==> src/rtl/pipeline_hazard_ctrl.sv <==
// pipeline_hazard_ctrl
//   Sequencing controller for the 5-stage MIPS core that shares its memory bus
//   with an 8237 DMA. It stalls IF/ID for one cycle on a load-use hazard, which
//   forwarding cannot cover. It flushes wrong-path instructions on a taken
//   branch. It hands the bus to the DMA by draining in-flight memory ops,
//   freezing the pipe and raising hlda.
//
// Parameters
//   ADDR_W       register-address width
//   CNT_W        statistics counter width (HAZARD_STATS_EN builds only)
//   RELEASE_CYC  frozen cycles after hold drops, before fetch resumes (>=1)
//
// Ports
//   clk, rst_n            clock (rising edge), asynchronous active-low reset
//   rs_ID, rt_ID          source registers of the instruction in decode
//   regFileWriteAddr_EX   destination register of the instruction in execute
//   memRead_EX            execute-stage instruction is a load
//   memOp_EX, memOp_MEM   memory op in flight in EX / MEM
//   branchTaken_EX        branch resolved taken in execute
//   hold                  DMA bus request (HRQ)
//   hlda                  registered bus grant to the DMA
//   pcWriteEn             PC load enable
//   ifidWriteEn           IF/ID register enable
//   ifidFlush, idexFlush  insert a bubble into IF/ID, ID/EX
//   pipeFreeze            hold every pipeline register and the PC
//
// Build option
//   HAZARD_STATS_EN : adds the saturating counters stallCount, flushCount and
//                     holdCount. These count load-use stall cycles, taken-branch
//                     flushes and cycles with hlda=1. Only rst_n clears them.
module pipeline_hazard_ctrl #(
  parameter int ADDR_W      = 5,
  parameter int CNT_W       = 16,
  parameter int RELEASE_CYC = 1
) (
  input  logic              clk,
  input  logic              rst_n,
  input  logic [ADDR_W-1:0] rs_ID,
  input  logic [ADDR_W-1:0] rt_ID,
  input  logic [ADDR_W-1:0] regFileWriteAddr_EX,
  input  logic              memRead_EX,
  input  logic              memOp_EX,
  input  logic              memOp_MEM,
  input  logic              branchTaken_EX,
  input  logic              hold,
  output logic              hlda,
  output logic              pcWriteEn,
  output logic              ifidWriteEn,
  output logic              ifidFlush,
  output logic              idexFlush,
  output logic              pipeFreeze
`ifdef HAZARD_STATS_EN
  ,
  output logic [CNT_W-1:0]  stallCount,
  output logic [CNT_W-1:0]  flushCount,
  output logic [CNT_W-1:0]  holdCount
`endif
);

  localparam int RC_W = (RELEASE_CYC > 1) ? $clog2(RELEASE_CYC) : 1;

  typedef enum logic [1:0] {
    RUN     = 2'd0,
    DRAIN   = 2'd1,
    GRANT   = 2'd2,
    RELEASE = 2'd3
  } state_t;

  state_t            state, state_nxt;
  logic [RC_W-1:0]   rel_cnt;
  logic              load_use;
  logic              rel_done;
  logic              mem_idle;

  // r0 is hardwired to zero, so a load targeting it creates no dependency.
  assign load_use = memRead_EX && (regFileWriteAddr_EX != '0) &&
                    ((regFileWriteAddr_EX == rs_ID) || (regFileWriteAddr_EX == rt_ID));
  assign rel_done = (rel_cnt == RC_W'(RELEASE_CYC - 1));
  assign mem_idle = !memOp_EX && !memOp_MEM;

  always_ff @(posedge clk or negedge rst_n) begin
    if (!rst_n) begin
      state   <= RUN;
      hlda    <= 1'b0;
      rel_cnt <= '0;
    end else begin
      state   <= state_nxt;
      // hlda follows the state register, so it can only rise after the drain
      // has observed both EX and MEM free of memory ops.
      hlda    <= (state_nxt == GRANT);
      rel_cnt <= ((state == RELEASE) && (state_nxt == RELEASE)) ? rel_cnt + 1'b1 : '0;
    end
  end

  always_comb begin
    state_nxt   = state;
    pcWriteEn   = 1'b1;
    ifidWriteEn = 1'b1;
    ifidFlush   = 1'b0;
    idexFlush   = 1'b0;
    pipeFreeze  = 1'b0;
    case (state)
      RUN: begin
        // A taken branch flushes the stalled instruction anyway, so it wins over load-use.
        if (branchTaken_EX) begin
          ifidFlush = 1'b1;
          idexFlush = 1'b1;
        end else if (load_use) begin
          pcWriteEn   = 1'b0;
          ifidWriteEn = 1'b0;
          idexFlush   = 1'b1;
        end
        if (hold) state_nxt = DRAIN;
      end
      DRAIN: begin
        // Bubbles into EX keep new memory ops out while older ones retire.
        pcWriteEn   = 1'b0;
        ifidWriteEn = 1'b0;
        idexFlush   = 1'b1;
        ifidFlush   = branchTaken_EX;
        if (!hold)         state_nxt = RUN;
        else if (mem_idle) state_nxt = GRANT;
      end
      GRANT: begin
        pcWriteEn   = 1'b0;
        ifidWriteEn = 1'b0;
        pipeFreeze  = 1'b1;
        if (!hold) state_nxt = RELEASE;
      end
      default: begin
        pcWriteEn   = 1'b0;
        ifidWriteEn = 1'b0;
        pipeFreeze  = 1'b1;
        if (rel_done) state_nxt = hold ? DRAIN : RUN;
      end
    endcase
  end

`ifdef HAZARD_STATS_EN
  logic stall_ev;
  assign stall_ev = (state == RUN) && !branchTaken_EX && load_use;

  always_ff @(posedge clk or negedge rst_n) begin
    if (!rst_n) begin
      stallCount <= '0;
      flushCount <= '0;
      holdCount  <= '0;
    end else begin
      if (stall_ev  && (stallCount != '1)) stallCount <= stallCount + 1'b1;
      if (ifidFlush && (flushCount != '1)) flushCount <= flushCount + 1'b1;
      if (hlda      && (holdCount  != '1)) holdCount  <= holdCount + 1'b1;
    end
  end
`else
  wire unused_cnt_w = |CNT_W;
`endif

endmodule

==> config.mk <==
export PLATFORM = sky130hd
export DESIGN_NAME = pipeline_hazard_ctrl
export DESIGN_NICKNAME = d
export VERILOG_FILES = /design/src/rtl/pipeline_hazard_ctrl.sv
export SDC_FILE = /design/constraint.sdc
export NUM_CORES = 1
export LEC_CHECK = 0
export BUFFER_PORTS_ARGS = -buffer_cell sky130_fd_sc_hd__buf_2
export CORE_AREA = 5 5 42 44
export DETAILED_ROUTE_END_ITERATION = 8
export DIE_AREA = 0 0 47 49
export HOLD_SLACK_MARGIN = 0.12
export PLACE_DENSITY_LB_ADDON = 0.15
export SYNTH_ARGS = -nofsm -noshare
export SYNTH_HDL_FRONTEND = slang
export SYNTH_SLANG_ARGS = --single-unit
==> constraint.sdc <==
create_clock -name clk -period 1.29 [get_ports clk]
set_clock_uncertainty 0.1 [all_clocks]
set_input_delay 0.0645 -clock clk [delete_from_list [all_inputs] [get_ports clk]]
set_output_delay 0.0645 -clock clk [all_outputs]
set_load 0.03 [all_outputs]
# [Yosys cells after proc, flatten, opt, wreduce, memory -nomap -nowiden]
# Index checks and enable logic that the tools add are counted.
[word_totals] reg_bits=4 input_bits=22 out_inout_bits=6 wordCells=38
[classes] n_addsub=1 eq_ne=7 mux=17 n_reduce_logical=10
[op_table] op="5-bit == test" count=2
[op_table] op="2-bit 2-to-1 mux" count=5
[op_table] op="1-bit 2-to-1 mux" count=9
[op_table] op="2-bit == test, second input constant" count=4
[op_table] op="2-bit case mux with 3 select lines" count=1
[op_table] op="5-bit nonzero test" count=1
[op_table] op="1-bit logical AND" count=4
[op_table] op="1-bit case mux with 2 select lines" count=2
[op_table] op="2-bit by 1-bit == test with 1-bit output, second input constant" count=1
[op_table] op="1-bit zero test" count=2
[op_table] op="2-bit zero test" count=1
[op_table] op="2-bit OR reduction" count=1
[op_table] op="1-bit adder, second input constant" count=1
[op_table] op="1-bit logical OR" count=1

# [Logic depth before layout (Yosys ltp)]
[logic_depth] ltp_word=8 depth_mapped=5 mapped_depth_nobuf=4

# [Worst setup path after synthesis]
# OpenSTA, ideal clock, no wires.
[synth_path] kind="input-to-output" startpoint="input port regFileWriteAddr_EX[1]" endpoint="output port pcWriteEn" arrival_ns=1.588 t_required_ns=1.126 setup_slack_ns=-0.462 path_stages=5 path_buffers=1 path_cell_list="or4_1 > o21ai_2 > nor2_1 > a211oi_2 > buf_4"
[synth_between] elab_chain_cells=6
[synth_lines] element="start: declaration" line="40" text="input logic [ADDR_W-1:0] regFileWriteAddr_EX,"
[synth_lines] element="5-bit == test or 5-bit nonzero test (tied branches)" line="77, 76"
[synth_lines] element="1-bit logical OR or 1-bit logical AND (tied branches)" line="77, 76"
[synth_lines] element="1-bit logical AND *" line="76" text="assign load_use = memRead_EX && (regFileWriteAddr_EX != '0) &&"
[synth_lines] element="1-bit 2-to-1 mux * (3 in series)"
[synth_lines] element="end: declaration" line="47" text="output logic pcWriteEn,"
# Every way passes the cells marked *; elsewhere a longest branch is shown, timed or not.

# [Worst setup path after layout]
[layout_path] startpoint="input port regFileWriteAddr_EX[1]" endpoint="output port pcWriteEn"
[layout_between] elab_chain_cells=6
[layout_lines] element="5-bit == test or 5-bit nonzero test (tied branches)" line="77, 76"
[layout_lines] element="1-bit logical OR or 1-bit logical AND (tied branches)" line="77, 76"
[layout_lines] element="1-bit logical AND *" line="76"
[layout_lines] element="1-bit 2-to-1 mux *" line="108" text="end else if (load_use) begin"
[layout_lines] element="1-bit 2-to-1 mux *" line="105" text="if (branchTaken_EX) begin"
[layout_lines] element="1-bit 2-to-1 mux *" line="102" text="case (state)"
# Marks and branches as above.

==> flow_summary.yaml <==
synthesis:
  syn_nets: 63
  synth_fa_ha_area_share_pct: 0
  synth.distinct_cells: 18
  seq_area_frac_synth_pct: 29.41
  synth-compound-area-share_pct: 15.44
  muxShareOfSynthArea_pct: 0
  syn_avg_cell_area_sq_um: 8.301
  synth-seq-cells: 4
  synth-xor-area-share_pct: 25.74
  synth_cells: 41
  syn_area_sq_um: 340.3
  synth_simple_gate_area_share_pct: 23.90
  yosys_warnings: 0
  synth_top_family_by_area: "XOR/XNOR gates"
layout:
  drive_gt1_share_pct: 54.55
  layout_common_cells: "buf_2, xnor2_1, buf_4, nand2_1"
  fin_area_sq_um: 623.1
  layout.nets: 101
  area_growth_syn_to_layout_pct: 83.09
  final_common_cell: "buf_2"
  diodes: 0
  utilization_pct: 44.46
drt:
  routedWlPerCell_um: 10.22
  finalWirelength_um: 950
  drcViolationCount: 0
  num_vias: 397
  drt_iter0_drc: 2
  via_per_inst: 4.269
  first_pass_iters: 2
  detail-route-antenna-nets: 0
global_route:
  track_usage_pct: 8.539
  grt_max_degree: 10
  antenna_found_initial: 0
  grt_pass1_vias: 372
  gr-total-overflow: 0
  grt_pass1_wl_um: 1442
clocking:
  cts_tree: "built"
  cts_setup_buffers: 0
  numCtsBuffers: 3
  clock_sinks: 4
  clockBufferDepth: 2
  clkLatencyLatePin_ps: 230
  root_buffer: "clkbuf_4"
  cts-hold-fix-buffers: 3
  cts_max_level: 1
  clk_pin_slew_ps: 40
worst_hold_path:
  hold_class: "input pin to flip-flop"
status:
  violations: "negative setup slack"
  outcome: "complete, but fails checks"
power:
  peakVddDrop_v: 0.0004875
  leakagePower_nw: 0.2902
  p_total_mw: 0.8020
  powerDensity_nw_per_um2: 1287
setup_path:
  required_ps: 1130
  rrSetupSlack_ps: 40
  crit_fanout: 2
  cp-end-kind: "output pin"
  path_class: "input pin to output pin"
  worst_setup_path_start_kind: "input pin"
  cp.arrival_ps: 1290
sta:
  fmax_mhz: 685.8
  hold_violations: 0
  rsz0062_at_grt: "yes"
  fin_crit_ps: 1458
  setup_slack_ps: -168.3
  slew_violations: 0
  timing.hold.ws_ps: 28.27
  final.setup.tns_ps: -392.2
  period_share_pct: 113.0
  setup_violations: 3
die:
  rows: 14
  io_pins: 28
  die_w_um: 47
  dieArea_sq_um: 2303
  initial_core_util_pct: 24.29
  die_height_um: 49
  core_sq_um: 1401
place:
  placed_area_sq_um: 541.8
  io_buffer_count: 27
  dp_hpwl_um: 771.1
  place_congestion: 0.7050
flow_run:
  drv_cap: 0
[path summary, 6_finish.rpt]
check | to | cells after the start | start
worst max-delay path | pcWriteEn | 6 | regFileWriteAddr_EX[1]
min in group asynchronous | state[0]$_DFF_PN0_ | 3 | rst_n
worst min-delay path | state[1]$_DFF_PN0_ | 3 | memOp_EX
worst max register to register | hlda$_DFF_PN0_ | 4 | state[0]$_DFF_PN0_
worst min register to register | state[1]$_DFF_PN0_ | 3 | rel_cnt$_DFF_PN0_
max in group asynchronous | state[1]$_DFF_PN0_ | 3 | rst_n
[cells by family (layout without fill, tap and decap cells)]
kind of cell / after synthesis / in the layout
other cells: 1 / 1
buf+inv: 3 / 39
xor+xnor: 10 / 10
simple gates: 16 / 16
compound gates: 7 / 7
flops: 4 / 4
[sequential cells by signal, summed over array words and instances, names as in the netlist]
signal,flops
rel_cnt,1
hlda,1
state,2
[synthesized netlist by cell type]
library cell  number  share of area (%)
or4_1              1                2.2
nand2_1            4                4.4
conb_1             1                1.1
o2bb2ai_1          1                2.6
or3b_2             1                2.6
o21ai_1            1                1.5
buf_4              1                2.2
xnor2_1           10                 26
nor2b_1            2                3.7
dfrtp_1            4                 29
o21ai_2            1                2.6
nand2b_1           2                3.7
a21oi_1            1                1.5
nand3_1            2                2.9
clkbuf_1           2                2.2
nor2_1             4                4.4
a211oi_2           1                3.7
o22ai_1            2                3.7
[per-stage QoR]
stage | setup slack [ps] | instances
final | -168.3 | 93
after global routing | -221.3 | 93
after CTS | -180.8 | 93
after detailed placement | -217.2 | 87
after global placement | -210.9 | 87
after floorplan | -267.6 | 41
[repair_timing]
| item | CTS | global route |
|---|---|---|
| gates resized for setup | 5 | 2 |
| endpoints found under the hold margin | 6 | 1 |
| endpoints found under the setup margin | 3 | 5 |
[final cells by class]
| cell class | count | area, sq um |
|---|---|---|
| well taps | 16 | 20.02 |
| flip-flops and latches | 4 | 101.3 |
| clock buffers | 3 | 22.52 |
| fillers | 140 | 778.2 |
| multi-input cells | 34 | 249.0 |
| repair buffers | 36 | 230.2 |
[power by group]
group | switching, mW | internal [mW] | leakage [nW]
Sequential | 0.0352 | 0.157 | 0.0489
Clock | 0.0477 | 0.104 | 0.0138
Combinational | 0.255 | 0.203 | 0.228
Total | 0.338 | 0.464 | 0.290
[critical path, stage by stage]
cell      delay [ps]
buf_6             90
or4_4            540
o21ai_4          150
nor2_2            60
a211oi_4         200
buf_4            190
[routing by layer]
metal | vias to the layer above | global-route usage, % | routed length [um]
met3 | 0 | 3.690 | 75
met1 | 174 | 10.84 | 385
met4 | 0 | 2.765 | 0
met2 | 18 | 12.67 | 489
met5 | - | 0 | 0
li1 | 205 | - | -
(Power assumes the default switching activity.)
